<file path="config.mk">
export PLATFORM = sky130hd
export DESIGN_NAME = aes_128_key_expand
export DESIGN_NICKNAME = d
export VERILOG_FILES = /design/src/rtl/aes_128_pkg.sv /design/src/rtl/aes_128_sbox_word.sv /design/src/rtl/aes_128_key_expand.sv
export SDC_FILE = /design/constraint.sdc
export NUM_CORES = 1
export LEC_CHECK = 0
export ABC_CLOCK_PERIOD_IN_PS = 3300
export CORE_UTILIZATION = 30
export CTS_CLUSTER_DIAMETER = 200
export DETAILED_ROUTE_END_ITERATION = 7
export PLACE_DENSITY_LB_ADDON = 0.05
export SYNTH_ARGS = -nofsm -noshare
export SYNTH_HDL_FRONTEND = slang
export SYNTH_SLANG_ARGS = --single-unit
</file>
<file path="constraint.sdc">
create_clock -name clk -period 3.3 [get_ports clk]
set_input_delay 0.66 -clock clk [delete_from_list [all_inputs] [get_ports clk]]
set_output_delay 0.66 -clock clk [all_outputs]
set_load 0.02 [all_outputs]
</file>
<file path="src/rtl/aes_128_pkg.sv">
// rtl/aes_128_pkg.sv - shared definitions for the AES-128 key expansion block
//
// Purpose : S-box table, Rcon start value, xtime helper, FSM state type and
//           round-key RAM word geometry shared by the key expansion RTL.
// Ports   : none (package).
// Config  : AES_KEYEXP_ZEROIZE_EN is consumed by aes_128_key_expand, not here.

package aes_128_pkg;

  localparam int RK_WORD_W   = 64;
  localparam int RK_WORD_CNT = 22;

  localparam logic [7:0] RCON_INIT  = 8'h01;
  localparam logic [3:0] LAST_ROUND = 4'd10;

  typedef enum logic [2:0] {
    IDLE  = 3'd0,
    WR_LO = 3'd1,
    WR_HI = 3'd2,
    SUB   = 3'd3,
    MIX   = 3'd4,
    DONE  = 3'd5
  } state_t;

  localparam logic [7:0] SBOX [0:255] = '{
    8'h63, 8'h7c, 8'h77, 8'h7b, 8'hf2, 8'h6b, 8'h6f, 8'hc5, 8'h30, 8'h01, 8'h67, 8'h2b, 8'hfe, 8'hd7, 8'hab, 8'h76,
    8'hca, 8'h82, 8'hc9, 8'h7d, 8'hfa, 8'h59, 8'h47, 8'hf0, 8'had, 8'hd4, 8'ha2, 8'haf, 8'h9c, 8'ha4, 8'h72, 8'hc0,
    8'hb7, 8'hfd, 8'h93, 8'h26, 8'h36, 8'h3f, 8'hf7, 8'hcc, 8'h34, 8'ha5, 8'he5, 8'hf1, 8'h71, 8'hd8, 8'h31, 8'h15,
    8'h04, 8'hc7, 8'h23, 8'hc3, 8'h18, 8'h96, 8'h05, 8'h9a, 8'h07, 8'h12, 8'h80, 8'he2, 8'heb, 8'h27, 8'hb2, 8'h75,
    8'h09, 8'h83, 8'h2c, 8'h1a, 8'h1b, 8'h6e, 8'h5a, 8'ha0, 8'h52, 8'h3b, 8'hd6, 8'hb3, 8'h29, 8'he3, 8'h2f, 8'h84,
    8'h53, 8'hd1, 8'h00, 8'hed, 8'h20, 8'hfc, 8'hb1, 8'h5b, 8'h6a, 8'hcb, 8'hbe, 8'h39, 8'h4a, 8'h4c, 8'h58, 8'hcf,
    8'hd0, 8'hef, 8'haa, 8'hfb, 8'h43, 8'h4d, 8'h33, 8'h85, 8'h45, 8'hf9, 8'h02, 8'h7f, 8'h50, 8'h3c, 8'h9f, 8'ha8,
    8'h51, 8'ha3, 8'h40, 8'h8f, 8'h92, 8'h9d, 8'h38, 8'hf5, 8'hbc, 8'hb6, 8'hda, 8'h21, 8'h10, 8'hff, 8'hf3, 8'hd2,
    8'hcd, 8'h0c, 8'h13, 8'hec, 8'h5f, 8'h97, 8'h44, 8'h17, 8'hc4, 8'ha7, 8'h7e, 8'h3d, 8'h64, 8'h5d, 8'h19, 8'h73,
    8'h60, 8'h81, 8'h4f, 8'hdc, 8'h22, 8'h2a, 8'h90, 8'h88, 8'h46, 8'hee, 8'hb8, 8'h14, 8'hde, 8'h5e, 8'h0b, 8'hdb,
    8'he0, 8'h32, 8'h3a, 8'h0a, 8'h49, 8'h06, 8'h24, 8'h5c, 8'hc2, 8'hd3, 8'hac, 8'h62, 8'h91, 8'h95, 8'he4, 8'h79,
    8'he7, 8'hc8, 8'h37, 8'h6d, 8'h8d, 8'hd5, 8'h4e, 8'ha9, 8'h6c, 8'h56, 8'hf4, 8'hea, 8'h65, 8'h7a, 8'hae, 8'h08,
    8'hba, 8'h78, 8'h25, 8'h2e, 8'h1c, 8'ha6, 8'hb4, 8'hc6, 8'he8, 8'hdd, 8'h74, 8'h1f, 8'h4b, 8'hbd, 8'h8b, 8'h8a,
    8'h70, 8'h3e, 8'hb5, 8'h66, 8'h48, 8'h03, 8'hf6, 8'h0e, 8'h61, 8'h35, 8'h57, 8'hb9, 8'h86, 8'hc1, 8'h1d, 8'h9e,
    8'he1, 8'hf8, 8'h98, 8'h11, 8'h69, 8'hd9, 8'h8e, 8'h94, 8'h9b, 8'h1e, 8'h87, 8'he9, 8'hce, 8'h55, 8'h28, 8'hdf,
    8'h8c, 8'ha1, 8'h89, 8'h0d, 8'hbf, 8'he6, 8'h42, 8'h68, 8'h41, 8'h99, 8'h2d, 8'h0f, 8'hb0, 8'h54, 8'hbb, 8'h16
  };

  // Multiply by x in GF(2^8) modulo the AES polynomial.
  function automatic logic [7:0] xtime(input logic [7:0] b);
    return {b[6:0], 1'b0} ^ (b[7] ? 8'h1b : 8'h00);
  endfunction

endpackage

</file>
<file path="src/rtl/aes_128_sbox_word.sv">
// rtl/aes_128_sbox_word.sv - four parallel registered S-box byte lookups
//
// Purpose : SubWord on a 32-bit word with one cycle of latency. The output
//           register has no reset so each lane can map onto a ROM/BRAM.
// Ports   : i_clk   - clock
//           i_en    - load the lookup result of i_word
//           i_clr   - clear the output register (takes priority over i_en)
//           i_word  - input word, byte lane n at bits [8n+7:8n]
//           o_word  - registered substituted word, same lane order

module aes_128_sbox_word
  import aes_128_pkg::*;
(
  input  logic        i_clk,
  input  logic        i_en,
  input  logic        i_clr,
  input  logic [31:0] i_word,
  output logic [31:0] o_word
);

  logic [31:0] r_word;

  always_ff @(posedge i_clk) begin
    if (i_clr) begin
      r_word <= '0;
    end else if (i_en) begin
      for (int i = 0; i < 4; i++) begin
        r_word[8*i +: 8] <= SBOX[i_word[8*i +: 8]];
      end
    end
  end

  assign o_word = r_word;

endmodule

</file>
<file path="src/rtl/aes_128_key_expand.sv">
// rtl/aes_128_key_expand.sv - AES-128 key expansion writing round keys to a key RAM
//
// Purpose : Expands a 128-bit cipher key into round keys 0..10 and writes each
//           as two 64-bit words (bytes 0..7 then 8..15) at BASE_ADDR+2k and
//           BASE_ADDR+2k+1. One round takes four cycles: WR_LO, WR_HI, SUB, MIX.
// Ports   : clk          - clock, rising edge
//           kill_n       - synchronous active-low reset
//           start        - one-cycle request, honoured only in IDLE
//           key_in       - cipher key, byte 0 at bits [7:0]
//           busy         - expansion in progress
//           done         - one-cycle pulse after the last word is written
//           en_wr        - key-RAM write enable
//           addr         - key-RAM word address
//           key_round_wr - key-RAM write data
// Config  : AES_KEYEXP_ZEROIZE_EN - clear working key and S-box register in DONE
//           and force key_round_wr to zero whenever en_wr is low.

module aes_128_key_expand
  import aes_128_pkg::*;
#(
  parameter int BASE_ADDR = 0
) (
  input  logic                 clk,
  input  logic                 kill_n,
  input  logic                 start,
  input  logic [127:0]         key_in,
  output logic                 busy,
  output logic                 done,
  output logic                 en_wr,
  output logic [4:0]           addr,
  output logic [RK_WORD_W-1:0] key_round_wr
);

  localparam logic [4:0] BASE = 5'(BASE_ADDR);

  state_t       r_state;
  state_t       w_state_nxt;
  logic [127:0] r_key;
  logic [3:0]   r_round;
  logic [7:0]   r_rcon;

  logic         w_start_ok;
  logic         w_hi;
  logic [31:0]  w_sbox_in;
  logic [31:0]  w_sbox_out;
  logic         w_sbox_clr;
  logic [31:0]  w_t;
  logic [31:0]  w_n0, w_n1, w_n2, w_n3;
  logic [63:0]  w_sel;
  logic [4:0]   w_addr;

  assign w_start_ok = (r_state == IDLE) && start;

  // State register
  always_ff @(posedge clk) begin
    if (!kill_n) r_state <= IDLE;
    else         r_state <= w_state_nxt;
  end

  // Next-state logic
  always_comb begin
    w_state_nxt = r_state;
    unique case (r_state)
      IDLE:    if (start) w_state_nxt = WR_LO;
      WR_LO:   w_state_nxt = WR_HI;
      WR_HI:   w_state_nxt = (r_round < LAST_ROUND) ? SUB : DONE;
      SUB:     w_state_nxt = MIX;
      MIX:     w_state_nxt = WR_LO;
      DONE:    w_state_nxt = IDLE;
      default: w_state_nxt = IDLE;
    endcase
  end

  // State-decoded outputs
  always_comb begin
    busy  = 1'b0;
    done  = 1'b0;
    en_wr = 1'b0;
    w_hi  = 1'b0;
    unique case (r_state)
      WR_LO:   begin busy = 1'b1; en_wr = 1'b1; end
      WR_HI:   begin busy = 1'b1; en_wr = 1'b1; w_hi = 1'b1; end
      SUB:     busy = 1'b1;
      MIX:     busy = 1'b1;
      DONE:    done = 1'b1;
      default: ;
    endcase
  end

  // RotWord of w[4r+3]: with byte 0 in the low lane, rotating left by one
  // byte in FIPS order is a right rotate of the packed word.
  assign w_sbox_in = {r_key[103:96], r_key[127:104]};

`ifdef AES_KEYEXP_ZEROIZE_EN
  assign w_sbox_clr = (r_state == DONE);
`else
  assign w_sbox_clr = 1'b0;
`endif

  aes_128_sbox_word u_sbox (
    .i_clk  (clk),
    .i_en   (r_state == SUB),
    .i_clr  (w_sbox_clr),
    .i_word (w_sbox_in),
    .o_word (w_sbox_out)
  );

  // Rcon lands on FIPS byte 0 of the word, which is the low lane here.
  assign w_t  = w_sbox_out ^ {24'h0, r_rcon};
  assign w_n0 = r_key[31:0]   ^ w_t;
  assign w_n1 = r_key[63:32]  ^ w_n0;
  assign w_n2 = r_key[95:64]  ^ w_n1;
  assign w_n3 = r_key[127:96] ^ w_n2;

  always_ff @(posedge clk) begin
    if (!kill_n) begin
      r_key   <= '0;
      r_round <= '0;
      r_rcon  <= RCON_INIT;
    end else if (w_start_ok) begin
      r_key   <= key_in;
      r_round <= '0;
      r_rcon  <= RCON_INIT;
    end else if (r_state == MIX) begin
      r_key   <= {w_n3, w_n2, w_n1, w_n0};
      r_round <= r_round + 4'd1;
      r_rcon  <= xtime(r_rcon);
    end
`ifdef AES_KEYEXP_ZEROIZE_EN
    else if (r_state == DONE) begin
      r_key <= '0;
    end
`endif
  end

  assign w_sel  = w_hi ? r_key[127:64] : r_key[63:0];
  assign w_addr = BASE + {r_round, 1'b0} + {4'b0, w_hi};
  assign addr   = en_wr ? w_addr : 5'd0;

`ifdef AES_KEYEXP_ZEROIZE_EN
  assign key_round_wr = en_wr ? w_sel : '0;
`else
  assign key_round_wr = w_sel;
`endif

endmodule
</file>
==> metrics.cfg, run 1 <==
[sta]
timing.setup.tns_ns=0
fin_crit_sh_pct=95.2
hold_viol=0
worstMarginPinSlew_ns=1.09
rsz0062_at_grt=false
max_slew_margin_pct=27.1
max_freq_mhz=318
finalMaxSlewViolations=0
finalSetupViolCount=0
fin_skew_ns=0.0194
period_needed_ns=3.14

[finish]
fillers=8023
synthToLayoutAreaGrowth_pct=18.8
regArea_mm2=0.00386
finalNetCount=3543
multi_input_comb_area_mm2=0.0170
drive_above_1_share_pct=13.0
stdcell_area_mm2=0.0270

[critical_path]
arrival_ns=2.48
rr_worst_depth=8
critical_path_peak_fanout=19
critical_path_class=flip-flop to output port
cp-start-kind=flip-flop
reg2reg_to=u_sbox.o_word[12]$_DFFE_PP_
endpoint_kind=output port
timing.rr.start=r_key[112]$_SDFFE_PN0P_
r2r_slack_ns=0.22
required_ns=2.64
critPathLaunch=r_state[2]$_SDFFE_PN0P_

[floorplanning]
fp.coreArea_mm2=0.0747
die_h_um=277
initial_core_util_pct=30.4
row_count=100
dieArea_mm2=0.0768
die_w_um=277
num_io_pins=203

[logic_synthesis]
ys_warn_count=0
ys_ff_latch=175
syn_area_mm2=0.0227
synth_cells=3243
ys_top_cells_by_area=dfxtp_1 13%, o21ai_0 6.5%, a21oi_1 6.2%
ys_types=96
ys_seq_area_share_pct=16.8
yosys.area.top_type=dfxtp_1
synthDominantCellAreaShare_pct=12.6
synth-edff-count=32
synth_async_sr_flop_share_pct=0
syn_nets=3435
synth_ff_type=dfxtp_1
avgSynthCellArea_um2=7.00

[route]
vias_per_cell=6.52
antenna_left=0
drt_iter0_drc=3995
wl_um=123000
wl_per_cell_um=28.5
first_pass_iters=7
vias=28300
remaining_drc_errors=0

[global_routing]
grt_pass1_wl_um=182000
antenna_found_initial=4
grt_overflow=0
grt_max_degree=101
grt_pass1_vias=26600
grt_util_all_layers_pct=31.1

[clocking]
numCtsBuffers=17
post_cts_resized=0
cts_buffer_depth=2
cts.sinks=175
root_buffer=clkbuf_16
tritoncts=done
post_cts.repair.setup_buffers=0
clkLatencyLatePin_ns=0.49
clkSlewWorstSetupHoldPaths_ns=0.07
postCtsHoldBufs=0
htree_levels=4

[place]
gp_congestion=1.01
port_buffers=202
dpl-instance-area_mm2=0.0264
place_hpwl_um=89900

[hold_path]
hold_depth=2
hold_end=r_rcon[2]$_SDFFE_PP0P_
hold_path.startpoint=r_rcon[1]$_SDFFE_PP0P_
hold_class=flip-flop to flip-flop

[status]
status=completed

[power_and_ir_drop]
powerDensity_mw_per_mm2=417
vdd_drop_max_v=0.000371
p_leak_uw=0.00946
power_uw=11200

[run]
drv_cap=0

==> power by group <==
group / internal, uW / total [uW] / switching, uW
sequential: 2370 / 2690 / 322
combinational: 2400 / 6430 / 4030
clock: 1050 / 2130 / 1090
==> cell families (layout without fill, tap and decap cells) <==
logic type | after synthesis | count (layout) | share of synthesized area, %
xor gates and xnor gates | 114 | 114 | 4.92
AOI/OAI and AO/OA | 1222 | 1222 | 35.7
adders and majority gates | 63 | 63 | 3.45
DFF | 175 | 175 | 16.8
and+or+nand+nor | 1178 | 1178 | 25.6
muxes | 93 | 93 | 4.89
buffers and inverters | 398 | 519 | 8.57
other | 0 | 1 | 0
==> placed cells by master (no fill, tap or decap), drive strengths merged, types with 40 or more instances in the layout <==
| master | n |
|---|---|
| a21oi | 283 |
| dfxtp | 143 |
| nor2b | 77 |
| o211ai | 68 |
| o311ai | 43 |
| buf | 252 |
| a211oi | 78 |
| mux2 | 73 |
| nor2 | 317 |
| a311oi | 59 |
| nand2 | 274 |
| a31oi | 58 |
| clkdlybuf4s50 | 202 |
| ha | 61 |
| nand2b | 99 |
| o21ai | 301 |
| or3 | 40 |
| xnor2 | 52 |
| nand3 | 87 |
| xor2 | 54 |
| a221oi | 74 |
| nor3 | 106 |
==> cells in the mapped netlist (14+ instances only) <==
cell type	instances
o311ai_0	36
nor3_1	104
nand4_1	15
a21oi_1	282
o22ai_1	31
ha_1	61
a2111oi_0	21
a211oi_1	78
xnor2_1	52
nand2b_1	98
and2_1	28
a221oi_1	73
a211o_1	19
or3_1	40
nor4_1	18
a21o_1	14
nand2_1	269
nor2b_1	77
dfxtp_1	143
edfxtp_1	32
buf_2	154
mux2_2	73
o21ai_0	296
buf_4	29
inv_1	25
o21a_1	14
o211ai_1	68
or2_2	23
buf_6	18
nor3b_1	36
and3_1	19
nand3_1	87
a311oi_1	59
nor2_1	310
a31oi_1	58
o31ai_1	27
clkbuf_1	149
xor2_1	53
==> area by class of cell <==
| class | instances | area share (%) |
|---|---|---|
| Timing Repair Buffer | 454 | 15.7 |
| Clock inverter | 13 | 0.376 |
| Clock buffer | 19 | 1.72 |
| Antenna cell | 1 | 0.00928 |
| Tap cell | 969 | 4.50 |
| Sequential cell | 175 | 14.3 |
| Multi-Input combinational cell | 2670 | 62.9 |
| Inverter | 33 | 0.469 |
==> metal layers <==
metal | part of all wire (%) | GRT usage, % | vias up
li1 | - | - | 12400
met1 | 42 | 41.8 | 13700
met2 | 44 | 48.4 | 1790
met3 | 9.2 | 5.88 | 342
met4 | 4.5 | 13.1 | 6
met5 | 0.032 | 0 | -
==> sequential cells by signal, indices dropped and copies added (netlist names) <==
| register | flops |
|---|---|
| r_key | 128 |
| u_sbox.o_word | 32 |
| r_rcon | 8 |
| r_round | 4 |
| r_state | 3 |
==> critical path, stage by stage (launching register included) <==
cell             delay, ns
dfxtp_1               0.33
nor3b_2               0.30
buf_4                 0.37
mux2_2                0.43
clkdlybuf4s50_1       0.56
==> worst max-delay path by stage <==
stage / endpoint / slack [ns]
after detailed placement: u_sbox.o_word[12]$_DFFE_PP_ / 0.22
after global placement: u_sbox.o_word[12]$_DFFE_PP_ / 0.13
after floorplan: u_sbox.o_word[18]$_DFFE_PP_ / 0.50
after CTS: key_round_wr[61] / 0.09
final: key_round_wr[30] / 0.16
after global routing: key_round_wr[29] / 0.02
==> metrics by stage <==
stage | utilization, % | std cells | setup WS [ns] | hold WS, ns
after global routing | 36.1 | 4333 | 0.0221 | 0.497
final | 36.1 | 4334 | 0.159 | 0.470
after floorplan | - | 3243 | 0.499 | 0.446
after global placement | 35.3 | 4301 | 0.134 | 0.459
after CTS | 36.1 | 4333 | 0.0878 | 0.478
after detailed placement | 35.3 | 4301 | 0.219 | 0.464
Power figures use the tool's default switching activity.
==> run 2, diff against run 1 <==
CORE_MARGIN = 2   (was unset)
==> metrics.cfg, run 2 (same netlist as run 1, synthesis figures left out) <==
[clocking]
post_cts.repair.setup_buffers=0  ; unchanged
numCtsBuffers=17  ; unchanged
tritoncts=done
cts.sinks=175  ; unchanged
root_buffer=clkbuf_16
clkLatencyLatePin_ns=0.50  ; about the same
postCtsHoldBufs=0  ; unchanged
cts_buffer_depth=2  ; unchanged
post_cts_resized=0  ; unchanged
clkSlewWorstSetupHoldPaths_ns=0.09  ; +0.02 ns
htree_levels=4  ; unchanged

[floorplanning]
die_h_um=279  ; +0.72%
dieArea_mm2=0.0779  ; +1.4%
row_count=100  ; unchanged
num_io_pins=203  ; unchanged
initial_core_util_pct=30.4  ; unchanged
fp.coreArea_mm2=0.0747  ; unchanged
die_w_um=279  ; +0.72%

[sta]
hold_viol=0  ; unchanged
rsz0062_at_grt=false
timing.setup.tns_ns=0  ; unchanged
period_needed_ns=3.24  ; +0.103 ns
max_slew_margin_pct=30.5  ; +3.3 points
holdWs_ns=0.476  ; +0.00538 ns
finalMaxSlewViolations=0  ; unchanged
fin_skew_ns=0.0163  ; -0.00316 ns
worstMarginPinSlew_ns=1.02  ; -0.0765 ns
fin_ws_ns=0.0558  ; -0.103 ns
fin_crit_sh_pct=98.3  ; +3.1 points
finalSetupViolCount=0  ; unchanged
max_freq_mhz=308  ; -3.2%

[critical_path]
arrival_ns=3.44  ; +0.96 ns
cp-start-kind=flip-flop
critical_path_peak_fanout=24  ; +5
required_ns=3.50  ; +0.86 ns
critical_path_class=flip-flop to flip-flop
endpoint_kind=flip-flop

[place]
place_hpwl_um=91100  ; +1.4%
port_buffers=202  ; unchanged
dpl-instance-area_mm2=0.0266  ; +0.76%
dpl_worst_slack_ns=0.188  ; -0.0305 ns
gp_congestion=1.00  ; -0.74%
dp.cells=4338  ; +0.86%

[route]
drt_iter0_drc=4450  ; +11%
antenna_left=0  ; unchanged
vias_per_cell=6.46  ; -0.87%
wl_per_cell_um=28.6  ; +0.40%
first_pass_iters=6  ; -1
remaining_drc_errors=0  ; unchanged
vias=28300  ; +0.050%
wl_um=125000  ; +1.3%

[global_routing]
grt_util_all_layers_pct=30.9  ; -0.24 points
grt_max_degree=96  ; -5.0%
grt_overflow=0  ; unchanged
grt_pass1_wl_um=182000  ; about the same
antenna_found_initial=11  ; +7
grt_pass1_vias=26500  ; -0.38%

[finish]
fillers=7932  ; -1.1%
regArea_mm2=0.00385  ; about the same
final_cell_mix=310 x nor2_1, 296 x o21ai_0, 282 x a21oi_1
fin_cells=4374  ; +0.92%
finalNetCount=3580  ; +1.0%
drive_above_1_share_pct=13.9  ; +0.98 points
stdcell_area_mm2=0.0272  ; +0.78%
multi_input_comb_area_mm2=0.0170  ; unchanged
largest_reg_flops=128  ; unchanged
final_common_cell=nor2_1
top_register=r_key
synthToLayoutAreaGrowth_pct=19.7

[run]
drv_cap=0  ; unchanged

[hold_path]
hold_class=flip-flop to flip-flop

[power_and_ir_drop]
p_leak_uw=0.00962  ; +1.7%
powerDensity_mw_per_mm2=417  ; about the same
vdd_drop_max_v=0.000353  ; -4.9%

[status]
status=completed

run 2: path summary, 6_finish.rpt:
kind | start | to | slack, ns | cells past startpoint
setup / recovery | r_key[121]$_SDFFE_PN0P_ | u_sbox.o_word[19]$_DFFE_PP_ | 0.06 | 9
hold / removal | r_rcon[5]$_SDFFE_PP0P_ | r_rcon[6]$_SDFFE_PP0P_ | 0.48 | 2
setup reg to reg | r_key[121]$_SDFFE_PN0P_ | u_sbox.o_word[19]$_DFFE_PP_ | 0.06 | 9
hold reg to reg | r_rcon[5]$_SDFFE_PP0P_ | r_rcon[6]$_SDFFE_PP0P_ | 0.48 | 2
run 2: worst max-delay path, cell delays in order, from the launching register on:
cell       delay [ns]
dfxtp_1          0.32
buf_4            0.22
ha_1             0.29
and2_1           0.28
or3_1            0.36
a21oi_1          0.16
a311oi_1         0.07
a2111oi_0        0.90
buf_4            0.23
o311ai_1         0.10
run 2: metrics by stage:
| stage | util (%) | total power (uW) |
|---|---|---|
| after floorplan | - | 6440 |
| after global placement | 35.6 | 9130 |
| after detailed placement | 35.6 | 8990 |
| after CTS | 36.4 | 11200 |
| after global routing | 36.4 | 11800 |
| final | 36.4 | 11300 |
run 2: routing by layer:
metal,routed length [um],global-route usage (%)
met2,55200,48.2
met3,13000,6.95
met4,5070,11.8
met1,51600,41.2
met5,104,0
run 2: area by class of cell:
cell class                      instances  area share (%)
Antenna cell                            4          0.0368
Clock buffer                           17            1.57
Clock inverter                         15           0.530
Inverter                               33           0.465
Multi-Input combinational cell       2670            62.4
Sequential cell                       175            14.2
Tap cell                              969            4.46
Timing Repair Buffer                  491            16.4
run 2: where the power goes:
group          internal (uW)  total, uW  leakage [uW]  switching (uW)
Combinational           2440       6470       0.00787            4030
Clock                   1000       2160      0.000279            1150
Sequential              2370       2700       0.00147             329
Total                   5810      11300       0.00962            5510
